<file path="config.mk">
export PLATFORM = sky130hd
export DESIGN_NAME = mult_wb_scheduler_flat
export DESIGN_NICKNAME = d
export VERILOG_FILES = /design/src/rtl/mult_wb_scheduler_if.sv /design/src/rtl/mult_wb_scheduler.sv /design/src/flat_wrapper.sv
export SDC_FILE = /design/constraint.sdc
export NUM_CORES = 1
export LEC_CHECK = 0
export ABC_AREA = 1
export CAP_MARGIN = 25
export CELL_PAD_IN_SITES_DETAIL_PLACEMENT = 1
export CELL_PAD_IN_SITES_GLOBAL_PLACEMENT = 1
export CORE_MARGIN = 2
export CORE_UTILIZATION = 38
export CTS_BUF_LIST = sky130_fd_sc_hd__clkbuf_4
export CTS_CLUSTER_DIAMETER = 50
export DETAILED_ROUTE_END_ITERATION = 10
export PLACE_DENSITY_LB_ADDON = 0.08
export SLEW_MARGIN = 20
export SYNTH_ARGS = -nofsm -noshare
export SYNTH_HDL_FRONTEND = slang
export SYNTH_SLANG_ARGS = --single-unit
</file>
<file path="constraint.sdc">
create_clock -name clk -period 3.2 [get_ports clk]
set_input_delay 0.32 -clock clk [delete_from_list [all_inputs] [get_ports clk]]
set_output_delay 0.32 -clock clk [all_outputs]
set_load 0.03 [all_outputs]
</file>
<file path="src/rtl/mult_wb_scheduler_if.sv">
// Decode-side and write-back-side signal bundle of the multiply/ALU issue scheduler.
// The decode stage is the master; the scheduler is the slave.
interface mult_wb_scheduler_if #(
    parameter int REG_ADDR = 5,
    parameter int NREGS    = 32
);
    logic                id_valid;
    logic                id_is_mult;
    logic                id_regwrite;
    logic [REG_ADDR-1:0] id_dst_reg;
    logic [REG_ADDR-1:0] id_src1;
    logic [REG_ADDR-1:0] id_src2;
    logic                flush;
    logic                stall;
    logic                issue;
    logic                m1_valid;
    logic                wb_valid;
    logic                wb_from_mult;
    logic [REG_ADDR-1:0] wb_dst;
    logic [NREGS-1:0]    busy;
    logic [2:0]          mult_inflight;

    modport master (
        output id_valid, id_is_mult, id_regwrite, id_dst_reg, id_src1, id_src2, flush,
        input  stall, issue, m1_valid, wb_valid, wb_from_mult, wb_dst, busy, mult_inflight
    );

    modport slave (
        input  id_valid, id_is_mult, id_regwrite, id_dst_reg, id_src1, id_src2, flush,
        output stall, issue, m1_valid, wb_valid, wb_from_mult, wb_dst, busy, mult_inflight
    );
endinterface

</file>
<file path="src/rtl/mult_wb_scheduler.sv">
// Issue scheduler sharing one register-file write port between the ALU pipe and
// the multiplier pipe, using a write-port reservation shift register and a mult scoreboard.
module mult_wb_scheduler #(
    parameter int REG_ADDR = 5,
    parameter int NREGS    = 32,
    parameter int MULT_LAT = 5,
    parameter int ALU_LAT  = 3
) (
    input logic               clk,
    input logic               reset,
    mult_wb_scheduler_if.slave sif
);
    logic [MULT_LAT-1:0] res_v;
    logic [MULT_LAT-1:0] res_mult;
    logic [REG_ADDR-1:0] res_dst [MULT_LAT];
    logic [MULT_LAT-1:0] nxt_v;
    logic [MULT_LAT-1:0] nxt_mult;
    logic [REG_ADDR-1:0] nxt_dst [MULT_LAT];
    logic [NREGS-1:0]    busy_q;
    logic [NREGS-1:0]    busy_nxt;
    logic [2:0]          inflight_q;
    logic [2:0]          inflight_nxt;

    logic wb_mult_valid;
    logic byp1, byp2, bypd;
    logic raw1, raw2, waw, structural;
    logic stall_c, issue_c, reserve, inc, dec;

    // A mult being written this cycle is readable (write-before-read register file).
    assign wb_mult_valid = res_v[0] & res_mult[0];
    assign byp1 = wb_mult_valid && (res_dst[0] == sif.id_src1);
    assign byp2 = wb_mult_valid && (res_dst[0] == sif.id_src2);
    assign bypd = wb_mult_valid && (res_dst[0] == sif.id_dst_reg);

    assign raw1 = (sif.id_src1 != '0) && busy_q[sif.id_src1] && !byp1;
    assign raw2 = (sif.id_src2 != '0) && busy_q[sif.id_src2] && !byp2;
    assign waw  = sif.id_regwrite && (sif.id_dst_reg != '0) && busy_q[sif.id_dst_reg] && !bypd;
    // An ALU reservation lands in res[ALU_LAT-1], which res[ALU_LAT] is about to shift into.
    assign structural = !sif.id_is_mult && sif.id_regwrite && res_v[ALU_LAT];

    assign stall_c = sif.id_valid & (raw1 | raw2 | waw | structural);
    assign issue_c = sif.id_valid & ~stall_c & ~sif.flush;
    assign reserve = issue_c & sif.id_regwrite;
    assign inc     = reserve & sif.id_is_mult;

    assign sif.stall         = stall_c;
    assign sif.issue         = issue_c;
    assign sif.m1_valid      = issue_c & sif.id_is_mult;
    assign sif.wb_valid      = res_v[0];
    assign sif.wb_from_mult  = res_mult[0];
    assign sif.wb_dst        = res_dst[0];
    assign sif.busy          = busy_q;
    assign sif.mult_inflight = inflight_q;

    always_comb begin
        nxt_v    = '0;
        nxt_mult = '0;
        for (int k = 0; k < MULT_LAT; k++) nxt_dst[k] = '0;
        for (int k = 0; k < MULT_LAT - 1; k++) begin
            nxt_v[k]    = res_v[k+1];
            nxt_mult[k] = res_mult[k+1];
            nxt_dst[k]  = res_dst[k+1];
        end
        if (reserve) begin
            if (sif.id_is_mult) begin
                nxt_v[MULT_LAT-1]    = 1'b1;
                nxt_mult[MULT_LAT-1] = 1'b1;
                nxt_dst[MULT_LAT-1]  = sif.id_dst_reg;
            end else begin
                nxt_v[ALU_LAT-1]    = 1'b1;
                nxt_mult[ALU_LAT-1] = 1'b0;
                nxt_dst[ALU_LAT-1]  = sif.id_dst_reg;
            end
        end
    end

    // Busy clears as the entry reaches res[0], so it reads 0 in its write-back cycle.
    assign dec = nxt_v[0] & nxt_mult[0];

    always_comb begin
        busy_nxt = busy_q;
        if (dec) busy_nxt[nxt_dst[0]] = 1'b0;
        if (inc && (sif.id_dst_reg != '0)) busy_nxt[sif.id_dst_reg] = 1'b1;
        busy_nxt[0] = 1'b0;
    end

    always_comb begin
        case ({inc, dec})
            2'b10:   inflight_nxt = inflight_q + 3'd1;
            2'b01:   inflight_nxt = inflight_q - 3'd1;
            default: inflight_nxt = inflight_q;
        endcase
    end

    always_ff @(posedge clk) begin
        if (reset) begin
            res_v      <= '0;
            res_mult   <= '0;
            for (int k = 0; k < MULT_LAT; k++) res_dst[k] <= '0;
            busy_q     <= '0;
            inflight_q <= '0;
        end else begin
            res_v      <= nxt_v;
            res_mult   <= nxt_mult;
            for (int k = 0; k < MULT_LAT; k++) res_dst[k] <= nxt_dst[k];
            busy_q     <= busy_nxt;
            inflight_q <= inflight_nxt;
        end
    end
endmodule
</file>
<file path="src/flat_wrapper.sv">
// flat-port wrapper written by rule: the top's interface ports become plain ports
module mult_wb_scheduler_flat 
#(
    parameter int REG_ADDR = 5,
    parameter int NREGS    = 32,
    parameter int MULT_LAT = 5,
    parameter int ALU_LAT  = 3
)
  (clk, reset, sif_id_valid, sif_id_is_mult, sif_id_regwrite, sif_id_dst_reg, sif_id_src1, sif_id_src2, sif_flush, sif_stall, sif_issue, sif_m1_valid, sif_wb_valid, sif_wb_from_mult, sif_wb_dst, sif_busy, sif_mult_inflight);
  mult_wb_scheduler_if #(.REG_ADDR(REG_ADDR), .NREGS(NREGS)) sif_i ();
  input logic clk;
  input logic reset;
  input wire logic [$bits(sif_i.id_valid)-1:0] sif_id_valid;
  input wire logic [$bits(sif_i.id_is_mult)-1:0] sif_id_is_mult;
  input wire logic [$bits(sif_i.id_regwrite)-1:0] sif_id_regwrite;
  input wire logic [$bits(sif_i.id_dst_reg)-1:0] sif_id_dst_reg;
  input wire logic [$bits(sif_i.id_src1)-1:0] sif_id_src1;
  input wire logic [$bits(sif_i.id_src2)-1:0] sif_id_src2;
  input wire logic [$bits(sif_i.flush)-1:0] sif_flush;
  output wire logic [$bits(sif_i.stall)-1:0] sif_stall;
  output wire logic [$bits(sif_i.issue)-1:0] sif_issue;
  output wire logic [$bits(sif_i.m1_valid)-1:0] sif_m1_valid;
  output wire logic [$bits(sif_i.wb_valid)-1:0] sif_wb_valid;
  output wire logic [$bits(sif_i.wb_from_mult)-1:0] sif_wb_from_mult;
  output wire logic [$bits(sif_i.wb_dst)-1:0] sif_wb_dst;
  output wire logic [$bits(sif_i.busy)-1:0] sif_busy;
  output wire logic [$bits(sif_i.mult_inflight)-1:0] sif_mult_inflight;
  assign sif_i.id_valid = sif_id_valid;
  assign sif_i.id_is_mult = sif_id_is_mult;
  assign sif_i.id_regwrite = sif_id_regwrite;
  assign sif_i.id_dst_reg = sif_id_dst_reg;
  assign sif_i.id_src1 = sif_id_src1;
  assign sif_i.id_src2 = sif_id_src2;
  assign sif_i.flush = sif_flush;
  assign sif_stall = sif_i.stall;
  assign sif_issue = sif_i.issue;
  assign sif_m1_valid = sif_i.m1_valid;
  assign sif_wb_valid = sif_i.wb_valid;
  assign sif_wb_from_mult = sif_i.wb_from_mult;
  assign sif_wb_dst = sif_i.wb_dst;
  assign sif_busy = sif_i.busy;
  assign sif_mult_inflight = sif_i.mult_inflight;
  mult_wb_scheduler #(.REG_ADDR(REG_ADDR), .NREGS(NREGS), .MULT_LAT(MULT_LAT), .ALU_LAT(ALU_LAT)) u_core (.clk(clk), .reset(reset), .sif(sif_i));
endmodule
</file>
## Word-level counts from Yosys, hierarchy flattened

Memory sizes are Yosys's and may differ from the RTL's.
Cells that the tools add are included.

| cells by class | value |
|---|---|
| order comparisons | 6 |
| eq/ne operators | 5 |
| add/sub/neg operators | 2 |
| reduce and logical (&&, ||, !) cells | 23 |
| muxes and demuxes | 31 |
| bitwise gates (word level) | 21 |

Operator list:

| cell | count |
|---|---|
| 32-bit two-way mux | 2 |
| 5-bit two-way mux | 9 |
| 32-bit AND | 1 |
| 32-bit NOT | 1 |
| 32-bit bitwise OR | 1 |
| 5-bit by 6-bit < comparator with 1-bit output, second input constant | 4 |
| 1-bit binary-select mux with 5-bit select | 3 |
| 5-bit == test | 3 |
| 1-bit logical AND | 15 |
| 5-bit nonzero test | 3 |
| 1-bit two-way mux | 14 |
| 1-bit demux with 5-bit select | 2 |
| 5-bit by 1-bit greater-or-equal comparator with 1-bit output, second input constant | 2 |
| 1-bit AND | 8 |
| 1-bit bitwise OR | 8 |
| 3-bit one-hot mux with 2 select lines | 1 |
| 1-bit zero test | 4 |
| 3-bit by 1-bit adder with 3-bit output, second input constant | 1 |
| 3-bit by 1-bit subtractor with 3-bit output, second input constant | 1 |
| 2-bit by 1-bit == test with 1-bit output, second input constant | 1 |
| 2-bit == test, second input constant | 1 |
| 1-bit NOT | 2 |
| 2-bit nonzero test | 1 |

| storage, ports and cells | value |
|---|---|
| input port bits | 21 |
| output and inout bits | 45 |
| memories | 1 |
| word-level logic and storage cells | 94 |
| register bits after elaboration | 45 |
| RAM bits | 25 |

Memories:

| name | words | width | rd ports | clocked after memory_dff | write ports | line | source |
|---|---|---|---|---|---|---|---|
| u_core.res_dst | 5 | 5 | 5 | 0 | 5 | mult_wb_scheduler.sv:15 | `logic [REG_ADDR-1:0] res_dst [MULT_LAT];` |

## Logic depth before layout (Yosys ltp)

Gate-level depths: netlist of the first run.
An unclocked memory read counts as a cell.

| depth | value |
|---|---|
| depth in word-level cells | 16 |
| mapped depth | 23 |
| mapped depth without buffers | 22 |

## Worst setup path before layout of the first run

Ideal clock, no wire load.

| timing path | value |
|---|---|
| kind | in2reg |
| from | input sif_id_src1[0] |
| to | register u_core.inflight_q[2] (netlist: u_core.sif.mult_inflight[2]) |
| arrival time | 2.708 ns |
| library setup time | 0.070 ns |
| stages | 22 |
| required time | 3.130 ns |
| buffers on the path | 2 |
| slack | 0.422 ns |
| path through | buf_2 -> inv_2 -> buf_4 -> nor2_1 -> nand2_1 -> nand3_1 -> nand3_1 -> nand2_1 -> nand2_1 -> nand2_1 -> nand2_1 -> nand3_2 -> nor2_4 -> nand2_1 -> nor2_2 -> inv_2 -> ha_1 -> fa_1 -> a21oi_1 -> o21a_1 -> o21ai_0 -> a21oi_1 |

| on the way | value |
|---|---|
| cells in the longest elaborated chain, start to end | 15 |
| elaborated cells between the ends (all ways) | 21 |
| classes of those cells | eq/ne (3); mux (3); bitwise (9); reduce/logical (6) |

Ends and longest elaborated chain:

| what | line | source |
|---|---|---|
| start: declaration | flat_wrapper.sv:17 | `input wire logic [$bits(sif_i.id_src1)-1:0] sif_id_src1;` |
| 1-bit binary-select mux with 5-bit select / 5-bit == test (equally long branches) | mult_wb_scheduler.sv:35, mult_wb_scheduler.sv:31 |  |
| 1-bit two-way mux (implied by the code) / 1-bit logical AND (equally long branches) | mult_wb_scheduler.sv:35, mult_wb_scheduler.sv:31 |  |
| 1-bit logical AND / 1-bit zero test (equally long branches) | mult_wb_scheduler.sv:35 | `assign raw1 = (sif.id_src1 != '0) && busy_q[sif.id_src1] && !byp1;` |
| 1-bit logical AND (*) | mult_wb_scheduler.sv:35 |  |
| 1-bit bitwise OR (*) (3 in a row) | mult_wb_scheduler.sv:41 | `assign stall_c = sif.id_valid & (raw1 \| raw2 \| waw \| structural);` |
| 1-bit AND (*) | mult_wb_scheduler.sv:41 |  |
| 1-bit NOT (*) | mult_wb_scheduler.sv:42 | `assign issue_c = sif.id_valid & ~stall_c & ~sif.flush;` |
| 1-bit AND (*) (2 in a row) | mult_wb_scheduler.sv:42 |  |
| 1-bit AND (*) | mult_wb_scheduler.sv:43 | `assign reserve = issue_c & sif.id_regwrite;` |
| 1-bit AND (*) | mult_wb_scheduler.sv:44 | `assign inc = reserve & sif.id_is_mult;` |
| 2-bit by 1-bit == test with 1-bit output / 2-bit == test (equally long branches) | mult_wb_scheduler.sv:88 | `case ({inc, dec})` |
| 3-bit one-hot mux with 2 select lines / 2-bit nonzero test (equally long branches) | - |  |
| end signal: assignment | mult_wb_scheduler.sv:107 | `inflight_q <= inflight_nxt;` |
| end: declaration | mult_wb_scheduler.sv:21 | `logic [2:0] inflight_q;` |

Every way passes the cells marked *; elsewhere a longest branch is shown, timed or not. The select of a mux whose other input is x is not followed.
A chain may end at the register's enable or synchronous reset.

## Worst setup path after layout of the first run

| timing path | value |
|---|---|
| from | input sif_id_dst_reg[3] |
| to | register u_core.inflight_q[2] (netlist: u_core.sif.mult_inflight[2]) |

| on the way | value |
|---|---|
| cells in the longest elaborated chain, start to end | 14 |
| elaborated cells between the ends (all ways) | 21 |
| classes of those cells | eq/ne (3); mux (3); bitwise (8); reduce/logical (7) |

Ends and longest elaborated chain:

| what | line | source |
|---|---|---|
| start: declaration | flat_wrapper.sv:16 | `input wire logic [$bits(sif_i.id_dst_reg)-1:0] sif_id_dst_reg;` |
| 1-bit binary-select mux with 5-bit select, or another cell as far along | mult_wb_scheduler.sv:37 | `assign waw = sif.id_regwrite && (sif.id_dst_reg != '0) && busy_q[sif.id_dst_reg] && !bypd;` |
| 1-bit two-way mux (implied by the code), or another cell as far along | mult_wb_scheduler.sv:37 |  |
| 1-bit logical AND / 1-bit zero test (equally long branches) | mult_wb_scheduler.sv:37 |  |
| 1-bit logical AND (*) | mult_wb_scheduler.sv:37 |  |
| 1-bit bitwise OR (*) (2 in a row) | mult_wb_scheduler.sv:41 |  |
| 1-bit AND (*) | mult_wb_scheduler.sv:41 |  |
| 1-bit NOT (*) | mult_wb_scheduler.sv:42 |  |
| 1-bit AND (*) (2 in a row) | mult_wb_scheduler.sv:42 |  |
| 1-bit AND (*) | mult_wb_scheduler.sv:43 |  |
| 1-bit AND (*) | mult_wb_scheduler.sv:44 |  |
| 2-bit by 1-bit == test with 1-bit output / 2-bit == test (equally long branches) | mult_wb_scheduler.sv:88 |  |
| 3-bit one-hot mux with 2 select lines / 2-bit nonzero test (equally long branches) | - |  |

Marked as above.

==> results of run 1 <==
cells by family (layout without fill, tap and decap cells):
logic type,count (synthesis),after routing,share of synthesized area
and+or+nand+nor,370,370,0.388
adders and majority gates,2,2,0.00801
buffers and inverters,137,217,0.141
DFF,67,67,0.330
other,1,1,0.000924
AOI/OAI and AO/OA,97,97,0.127
xor gates and xnor gates,2,2,0.00432
metrics by stage:
stage / setup TNS (ns) / util / worst slack [ns] / power [mW]
detailed placement: -0.308 / 0.479 / -0.261 / 1.14
global route: 0 / 0.498 / 0.0191 / 1.94
finish: 0 / 0.498 / 0.258 / 1.87
floorplan: 0 / - / 0.422 / 1.02
global placement: -0.0959 / 0.479 / -0.0959 / 1.13
CTS: 0 / 0.496 / 0.205 / 1.87
critical path: stages:
cell and delay (ns):
clkdlybuf4s50_1 0.51, inv_1 0.23, nor3_1 0.15, nand2_1 0.10
nand2_1 0.05, nor2_1 0.09, nand2_1 0.09, a21oi_2 0.16
nand3_2 0.13, nor2_4 0.11, nand2_1 0.06, nor2_2 0.14
inv_2 0.04, ha_1 0.22, fa_1 0.39, a21oi_1 0.17
o21a_1 0.15, o21ai_0 0.07, a21oi_1 0.12
synth_stat cells:
master    instances
buf_1             2
o22ai_1           6
dfxtp_1          67
nand3_1          57
fa_1              1
nor2_2            1
nand3_2           1
a221oi_1          2
xor2_1            2
o21ai_1           7
o21bai_1          1
nor3_1           16
buf_2             6
nand2_2           2
clkbuf_1         14
o21ai_0          38
inv_1            91
conb_1            1
nor2_1           84
clkbuf_2          1
a31oi_1           1
inv_2            10
nor2_4            1
o21a_1            1
o211ai_1          2
buf_4            13
nand4_1          30
ha_1              1
nand2_1         178
a21oi_2           1
a21oi_1          38
power by group through the flow:
| stage | clock network (mW) | logic, mW | registers, mW |
|---|---|---|---|
| 6_report | 0.742 | 0.281 | 0.842 |
| 5_1_grt | 0.790 | 0.307 | 0.843 |
| 4_1_cts | 0.754 | 0.279 | 0.842 |
| 3_5_place_dp | 0 | 0.277 | 0.861 |
| 3_3_place_gp | 0 | 0.270 | 0.861 |
| 2_1_floorplan | 0 | 0.155 | 0.862 |
routing by layer:
layer | up-vias | GRT usage
met5 | - | 0
met4 | 0 | 0.0751
met3 | 24 | 0.0448
met2 | 143 | 0.453
met1 | 2240 | 0.415
li1 | 2295 | -
state kept, by name, summed over array words and instances, names as in the netlist:
name                      flops
u_core.sif.mult_inflight      3
u_core.res_mult               4
u_core.res_dst               25
u_core.res_v                  4
u_core.sif.busy              31
final timing paths:
kind / startpoint / to / slack, ns
worst max-delay path: sif_id_dst_reg[3] / u_core.sif.mult_inflight[2]$_SDFFE_PP0P_ / 0.26
worst min register to register: u_core.res_dst[0][22]$_SDFF_PP0_ / u_core.res_dst[0][17]$_SDFF_PP0_ / 0.41
worst max register to register: u_core.res_dst[0][3]$_SDFF_PP0_ / u_core.sif.mult_inflight[2]$_SDFFE_PP0P_ / 0.39
worst min-delay path: reset / u_core.res_mult[3]$_SDFF_PP0_ / 0.25
repair_timing:
action | in CTS | in global routing
gates resized for setup | 0 | 7
endpoints found under the setup margin | 0 | 1
setup buffers | 0 | 0
final cells by class:
type	count	area, sq um	share of cell area
Sequential cell	67	1340	0.260
Timing Repair Buffer	101	942	0.182
Multi-Input combinational cell	472	2150	0.416
Clock buffer	9	67.6	0.0131
Tap cell	136	170	0.0330
Inverter	101	384	0.0744
Clock inverter	6	113	0.0218
==> results.sh, run 1 <==
export IMPL_status="finished, final reports clean"
export IMPL_cts_buffers=9
export IMPL_post_route_min_period_ns=2.94
export IMPL_cap_viol_max_count=0
export IMPL_swShare=0.286
export IMPL_port_buffers=64
export IMPL_powerDensity_nw_per_um2=361
export IMPL_ff2ff_path_depth=18
export IMPL_hold_violations=0
export IMPL_wl_mm=16.0
export IMPL_final_antenna_net_count=0
export IMPL_top_layer_used="met4"
export IMPL_arrival_ns=3.32
export IMPL_cp_start_kind="input port"
export IMPL_num_antenna_cells=0
export IMPL_p_switching_mw=0.534
export IMPL_dp_cells=877
export IMPL_finalClockSkew_ns=0.0182
export IMPL_nNetsFinal=775
export IMPL_cts_tree="done"
export IMPL_design_area_sq_um=5160
export IMPL_ctsHoldBuffers=0
export IMPL_grt_setup_unrepaired="false"
export IMPL_grt_max_degree=37
export IMPL_die_h_um=107
export IMPL_path_clk_slew_ns=0.13
export IMPL_dp_hpwl_mm=12.2
export IMPL_instances_no_fill=892
export IMPL_num_rows=37
export IMPL_slew_violations=0
export IMPL_min_path_cells=2
export IMPL_core_area_sq_um=10400
export IMPL_dr_pass1_iters=5
export IMPL_drive_gt1_frac=0.0952
export IMPL_dpl_cell_area_sq_um=4970
export IMPL_synth_seq_cells=67
export IMPL_wl_met3_um=893
export IMPL_cts_max_level=3
export IMPL_grt_pass1_vias=4631
export IMPL_antenna_found_initial=0
export IMPL_netlist_area_sq_um=4060
export IMPL_gp_congestion=0.925
export IMPL_yosysUniqueCellTypes=31
export IMPL_fp_dieW_um=107
export IMPL_synth_warnings=0
export IMPL_tightest_slew_ns=0.583
export IMPL_period_share=0.919
export IMPL_path_class="input port to flop"
export IMPL_whs_ns=0.252
export IMPL_dieArea_sq_um=11500
export IMPL_grt_pass1_wl_mm=25.5
export IMPL_wl_per_cell_um=18.0
export IMPL_post_drt_via_cell_ratio=5.27
export IMPL_drc_errors=0
export IMPL_crit_required_ns=3.58
export IMPL_num_io_pins=66
export IMPL_synth_area_top_cells="dfxtp_1 33%, nand2_1 16%, inv_1 8.4%, nor2_1 7.8%, nand3_1 7.0%"
export IMPL_num_vias=4702
export IMPL_synth_cells=676
export IMPL_vdd_ir_drop_max_v=0.000208
export IMPL_critical_path_max_fanout=6
export IMPL_share_comb_of_total_power=0.151
export IMPL_area_growth_syn_to_layout_pct=27.2
export IMPL_hold_path_class="input port to flop"
export IMPL_syn_area_per_cell_sq_um=6.00
export IMPL_drt_iter0_drc=308
export IMPL_seq_area_frac_synth=0.330
export IMPL_cts_root_buf="clkbuf_4"
export IMPL_wl_met2_mm=7.22
export IMPL_fill_cells=1459
export IMPL_power_frac_clock=0.398
export IMPL_cts_buffer_depth=2
export IMPL_cell_internal_pwr_mw=1.33
export IMPL_slew_headroom=0.609
export IMPL_clock_sinks=67
export IMPL_finalSetupViolations=0
export IMPL_endpoint_kind="flop"
export IMPL_layout_common_cells="178 x nand2_1, 91 x inv_1, 84 x nor2_1"
export IMPL_clock_fmax_mhz=340
export IMPL_initial_core_util=0.391
export IMPL_yosys_area_top_type="dfxtp_1"
export IMPL_final_common_cell="nand2_1"
export IMPL_wl_met1_mm=7.66
export IMPL_clk_latency_ns=0.45
export IMPL_synthDominantCellAreaShare=0.330
export IMPL_overflow=0
export IMPL_power_frac_seq=0.452
export IMPL_synth_nets=699
export IMPL_leakage_nw=2.26
export IMPL_grt_usage=0.289
Power figures use the tool's default switching activity.
==> inputs of run 2 (changes only) <==
--- a/config.mk
+++ b/config.mk
@@ -14,7 +14,9 @@
 export CTS_BUF_LIST = sky130_fd_sc_hd__clkbuf_4
 export CTS_CLUSTER_DIAMETER = 50
 export DETAILED_ROUTE_END_ITERATION = 10
+export MAX_ROUTING_LAYER = met4
 export PLACE_DENSITY_LB_ADDON = 0.08
+export SKIP_CTS_REPAIR_TIMING = 1
 export SLEW_MARGIN = 20
 export SYNTH_ARGS = -nofsm -noshare
 export SYNTH_HDL_FRONTEND = slang
==> results.sh, run 2 (synthesized netlist as in run 1, its figures left out) <==
export IMPL_critical_path_max_fanout=12
export IMPL_cp_top_family="simple AND/OR/NAND/NOR gates"
export IMPL_tightest_slew_ns=0.635
export IMPL_crit_required_ns=3.56
export IMPL_wl_mm=16.4
export IMPL_final_common_cell="nand2_1"
export IMPL_num_io_pins=66
export IMPL_area_growth_syn_to_layout_pct=26.3
export IMPL_port_buffers=64
export IMPL_post_drt_via_cell_ratio=5.32
export IMPL_drt_iter0_drc=313
export IMPL_core_area_sq_um=10400
export IMPL_slowest_stage="clkdlybuf4s50_1"
export IMPL_slew_headroom=0.574
export IMPL_final_antenna_net_count=0
export IMPL_path_clk_slew_ns=0.13
export IMPL_grt_pass1_vias=4870
export IMPL_dr_pass1_iters=5
export IMPL_cpMostUsedCell="nand2_1"
export IMPL_drive_gt1_frac=0.0988
export IMPL_grt_usage=0.304
export IMPL_dieArea_sq_um=11500
export IMPL_gp_congestion=0.937
export IMPL_grt_pass1_wl_mm=26.1
export IMPL_cts_root_buf="clkbuf_4"
export IMPL_num_vias=4758
export IMPL_cp_start_kind="input port"
export IMPL_status="finished, final reports clean"
export IMPL_nNetsFinal=777
export IMPL_overflow=0
export IMPL_path_class="input port to flop"
export IMPL_clock_fmax_mhz=328
export IMPL_worstPathBufferInverterCount=4
export IMPL_clk_latency_ns=0.43
export IMPL_initial_core_util=0.391
export IMPL_endpoint_kind="flop"
export IMPL_cap_viol_max_count=0
export IMPL_fill_cells=1454
export IMPL_largest_reg_flops=31
export IMPL_period_share=0.951
export IMPL_total_power_mw=1.74
export IMPL_wl_per_cell_um=18.3
export IMPL_finalClockSkew_ns=0.0260
export IMPL_cts_buffers=9
export IMPL_clock_sinks=67
export IMPL_num_antenna_cells=0
export IMPL_leakage_nw=2.24
export IMPL_grt_max_degree=54
export IMPL_post_route_min_period_ns=3.04
export IMPL_fin_tns_setup_ns=0
export IMPL_cts_buffer_depth=2
export IMPL_powerDensity_nw_per_um2=339
export IMPL_die_h_um=107
export IMPL_vdd_ir_drop_max_v=0.000222
export IMPL_hold_path_class="input port to flop"
export IMPL_dp_hpwl_mm=12.7
export IMPL_hold_violations=0
export IMPL_layout_common_cells="178 x nand2_1, 91 x inv_1, 84 x nor2_1"
export IMPL_cp_cell_sequence="clkdlybuf4s50_1 -> buf_4 -> nand2_1 -> nand3_1 -> nand2_1 -> nand2_1 -> nand2_1 -> inv_1 -> nand2_1 -> nand2_1 -> nand2_1 -> nand2_1 -> nand3_2 -> nor2_4 -> nand2_1 -> nor2_4 -> inv_2 -> ha_1 -> fa_1 -> a21oi_1 -> o21a_1 -> o21ai_0 -> a21oi_1"
export IMPL_cts_tree="done"
export IMPL_num_rows=37
export IMPL_grt_setup_unrepaired="false"
export IMPL_drc_errors=0
export IMPL_slew_violations=0
export IMPL_antenna_found_initial=0
export IMPL_arrival_ns=3.41
export IMPL_finalSetupViolations=0
export IMPL_fp_dieW_um=107
export IMPL_critical_path_max_stage_delay_ns=0.53
export IMPL_cts_max_level=3
[run 2: cell types whose count changed in the layout (fill, tap and decap cells not counted), sizes merged]
cell | previous run | this run
clkbuf | 9 | 11
inv | 102 | 103
dlymetal6s2s | 3 | 2
clkdlybuf4s50 | 57 | 58
bufinv | 3 | 1
buf | 41 | 43
[run 2: power by group]
part | switching [mW] | leakage (nW) | internal (mW) | total (mW)
logic | 0.184 | 1.62 | 0.0985 | 0.282
clock network | 0.351 | 0.0818 | 0.262 | 0.613
registers | 0.00386 | 0.540 | 0.839 | 0.842
total | 0.539 | 2.24 | 1.20 | 1.74
[run 2: path summary, 6_finish.rpt]
check | start | endpoint | slack (ns) | cells after the start
hold / removal | sif_id_dst_reg[0] | u_core.res_dst[0][20]$_SDFF_PP0_ | 0.38 | 4
setup / recovery | sif_id_src1[0] | u_core.sif.mult_inflight[2]$_SDFFE_PP0P_ | 0.16 | 23
setup reg to reg | u_core.res_dst[0][3]$_SDFF_PP0_ | u_core.sif.mult_inflight[2]$_SDFFE_PP0P_ | 0.28 | 18
hold reg to reg | u_core.res_dst[0][10]$_SDFF_PP0_ | u_core.res_dst[0][5]$_SDFF_PP0_ | 0.42 | 2
[run 2: worst reg2reg max path: stages, from the launching register on]
cell	delay, ns
dfxtp_1	0.41
inv_1	0.16
o21ai_0	0.11
a21oi_1	0.15
nand3_1	0.10
nand2_1	0.08
inv_2	0.04
a21oi_2	0.15
nand3_2	0.13
nor2_4	0.11
nand2_1	0.10
nor2_4	0.12
inv_2	0.04
ha_1	0.21
fa_1	0.39
a21oi_1	0.17
o21a_1	0.17
o21ai_0	0.08
a21oi_1	0.14
[run 2: through the flow]
stage               hold WS, ns  cell area (sq um)  utilization  cells  worst slack (ns)
floorplan                 0.388               4060            -    676             0.422
global placement          0.390               4970        0.479    879           -0.0491
detailed placement        0.402               4970        0.479    879            -0.291
CTS                       0.379               5110        0.493    895             0.160
global route              0.379               5130        0.494    895            0.0162
finish                    0.378               5130        0.494    895             0.156
[run 2: area by class of cell]
cell class / count / area [sq um] / area share
multi-input cells: 472 / 2150 / 0.420
repair buffers: 103 / 938 / 0.183
inverters: 101 / 382 / 0.0744
clock inverters: 5 / 61.3 / 0.0120
clock buffers: 11 / 82.6 / 0.0161
flip-flops and latches: 67 / 1340 / 0.262
well taps: 136 / 170 / 0.0332
[run 2: per-layer routing]
layer  global-route usage  wire length, um
met4               0.0870              358
met5                    -                0
met2                0.470             7440
met1                0.416             7820
met3               0.0424              796
==> inputs of run 3 (changes only) <==
--- a/config.mk
+++ b/config.mk
@@ -12,7 +12,6 @@
 export CORE_MARGIN = 2
 export CORE_UTILIZATION = 38
 export CTS_BUF_LIST = sky130_fd_sc_hd__clkbuf_4
-export CTS_CLUSTER_DIAMETER = 50
 export DETAILED_ROUTE_END_ITERATION = 10
 export MAX_ROUTING_LAYER = met4
 export PLACE_DENSITY_LB_ADDON = 0.08
==> constraint.sdc (replaced) <==
create_clock -name clk -period 3.4 [get_ports clk]
set_input_delay 0.34 -clock clk [delete_from_list [all_inputs] [get_ports clk]]
set_output_delay 0.34 -clock clk [all_outputs]
set_load 0.03 [all_outputs]
==> results.sh, run 3 (synthesized netlist as in run 1, its figures left out) <==
export IMPL_status="finished, final reports clean"
export IMPL_cp_start_kind="input port"
export IMPL_cts_max_level=3
export IMPL_hold_violations=0
export IMPL_clk_latency_ns=0.43
export IMPL_multiInputGateArea_sq_um=2150
export IMPL_grt_setup_unrepaired="false"
export IMPL_arrival_ns=2.88
export IMPL_dieArea_sq_um=11500
export IMPL_wl_per_cell_um=18.2
export IMPL_min_from="reset"
export IMPL_critical_path_max_fanout=6
export IMPL_initial_core_util=0.391
export IMPL_vdd_ir_drop_max_v=0.000216
export IMPL_drive_gt1_frac=0.0818
export IMPL_grt_usage=0.293
export IMPL_dr_pass1_iters=4
export IMPL_power_frac_seq=0.489
export IMPL_largest_reg_flops=31
export IMPL_core_area_sq_um=10400
export IMPL_finalSetupViolations=0
export IMPL_period_share=0.947
export IMPL_fin_tns_setup_ns=0
export IMPL_area_growth_syn_to_layout_pct=23.5
export IMPL_cell_internal_pwr_mw=1.11
export IMPL_leakage_nw=2.14
export IMPL_drt_iter0_drc=280
export IMPL_reg2reg_from="u_core.res_dst[0][3]$_SDFF_PP0_"
export IMPL_wl_mm=16.0
export IMPL_num_antenna_cells=0
export IMPL_total_power_mw=1.62
export IMPL_cp_top_family="buffers and inverters"
export IMPL_slew_violations=0
export IMPL_power_frac_clock=0.355
export IMPL_post_route_min_period_ns=3.22
export IMPL_tightest_slew_ns=0.607
export IMPL_cp_cell_sequence="clkdlybuf4s50_1 -> buf_4 -> inv_1 -> nor3_1 -> nand2_1 -> nand2_1 -> nor2_1 -> nand2_1 -> a21oi_2 -> nand3_2 -> buf_4 -> nand2_1 -> inv_1 -> clkdlybuf4s50_1"
export IMPL_die_h_um=107
export IMPL_nNetsFinal=764
export IMPL_grt_pass1_wl_mm=25.2
export IMPL_slowest_stage="clkdlybuf4s50_1"
export IMPL_path_class="input port to primary output"
export IMPL_fp_dieW_um=107
export IMPL_slew_headroom=0.592
export IMPL_fill_cells=1440
export IMPL_dp_hpwl_mm=12.4
export IMPL_final_common_cell="nand2_1"
export IMPL_antenna_found_initial=0
export IMPL_share_comb_of_total_power=0.156
export IMPL_whs_ns=0.388
export IMPL_endpoint_kind="primary output"
export IMPL_post_drt_via_cell_ratio=5.27
export IMPL_p_switching_mw=0.511
export IMPL_grt_pass1_vias=4599
export IMPL_cts_tree="done"
export IMPL_cts_buffer_depth=2
export IMPL_critical_path_max_stage_delay_ns=0.66
export IMPL_layout_common_cells="178 x nand2_1, 91 x inv_1, 84 x nor2_1"
export IMPL_port_buffers=64
export IMPL_cap_viol_max_count=0
export IMPL_worstPathBufferInverterCount=6
export IMPL_cts_root_buf="clkbuf_4"
export IMPL_post_route_util=0.483
export IMPL_num_vias=4649
export IMPL_cpMostUsedCell="nand2_1"
export IMPL_cts_buffers=9
export IMPL_grt_max_degree=54
export IMPL_final_antenna_net_count=0
export IMPL_swShare=0.315
export IMPL_crit_path_start="sif_id_dst_reg[4]"
export IMPL_hold_path_class="input port to flop"
export IMPL_clock_sinks=67
export IMPL_drc_errors=0
export IMPL_clock_fmax_mhz=311
export IMPL_ff_latch_area_sq_um=1340
export IMPL_num_io_pins=66
export IMPL_overflow=0
export IMPL_path_clk_slew_ns=0.13
export IMPL_num_rows=37
export IMPL_powerDensity_nw_per_um2=323
export IMPL_finalClockSkew_ns=0.0170
export IMPL_gp_congestion=0.903
export IMPL_crit_required_ns=3.06
[run 3: cell types whose count changed in the layout (fill, tap and decap cells not counted), moves of 2 or more]
| cell | delta |
|---|---|
| buf_4 | -13 |
| clkbuf_4 | -2 |
| clkdlybuf4s50_1 | +3 |
| clkinvlp_4 | +2 |
| dlymetal6s2s_1 | -2 |
[run 3: per-stage QoR]
step / setup slack (ns) / instances / area [sq um]
6_report: 0.181 / 882 / 5010
5_1_grt: 0.0506 / 882 / 5010
4_1_cts: 0.223 / 882 / 5010
3_5_place_dp: -0.0297 / 866 / 4860
3_3_place_gp: 0.0703 / 866 / 4860
2_1_floorplan: 0.602 / 676 / 4060
[run 3: layer usage]
metal | track usage | wire length [um] | up-vias | part of all wire
li1 | - | - | 2278 | -
met5 | - | 0 | - | 0
met4 | 0.0577 | 149 | 0 | 0.0093
met2 | 0.461 | 7330 | 107 | 0.46
met3 | 0.0381 | 592 | 11 | 0.037
met1 | 0.408 | 7940 | 2253 | 0.50
[run 3: worst register-to-register path: cells and delay by family, from the launching register on]
kind,cells,cell delay [ns]
and+or+nand+nor,6,0.57
AOI/OAI and AO/OA,7,0.90
DFF,1,0.42
buffers and inverters,3,0.24
adders and majority gates,2,0.63
[run 3: final cells by class]
class / instances / share of cell area
repair buffers: 90 / 0.165
flip-flops and latches: 67 / 0.268
clock inverters: 7 / 0.0165
multi-input cells: 472 / 0.428
clock buffers: 9 / 0.0135
well taps: 136 / 0.0339
inverters: 101 / 0.0756
[run 3: worst paths after layout]
check | endpoint | slack [ns] | depth (start not counted)
worst max-delay path | sif_stall | 0.18 | 14
worst min-delay path | u_core.res_dst[0][10]$_SDFF_PP0_ | 0.39 | 4
worst max register to register | u_core.sif.mult_inflight[2]$_SDFFE_PP0P_ | 0.58 | 18
worst min register to register | u_core.res_dst[0][9]$_SDFF_PP0_ | 0.42 | 2
[run 3: power by group through the flow]
stage                     registers [mW]  clock network (mW)  logic (mW)
after global placement             0.810                   0       0.245
after floorplan                    0.812                   0       0.146
after CTS                          0.793               0.585       0.251
after detailed placement           0.810                   0       0.249
after global routing               0.794               0.615       0.275
final                              0.793               0.574       0.253
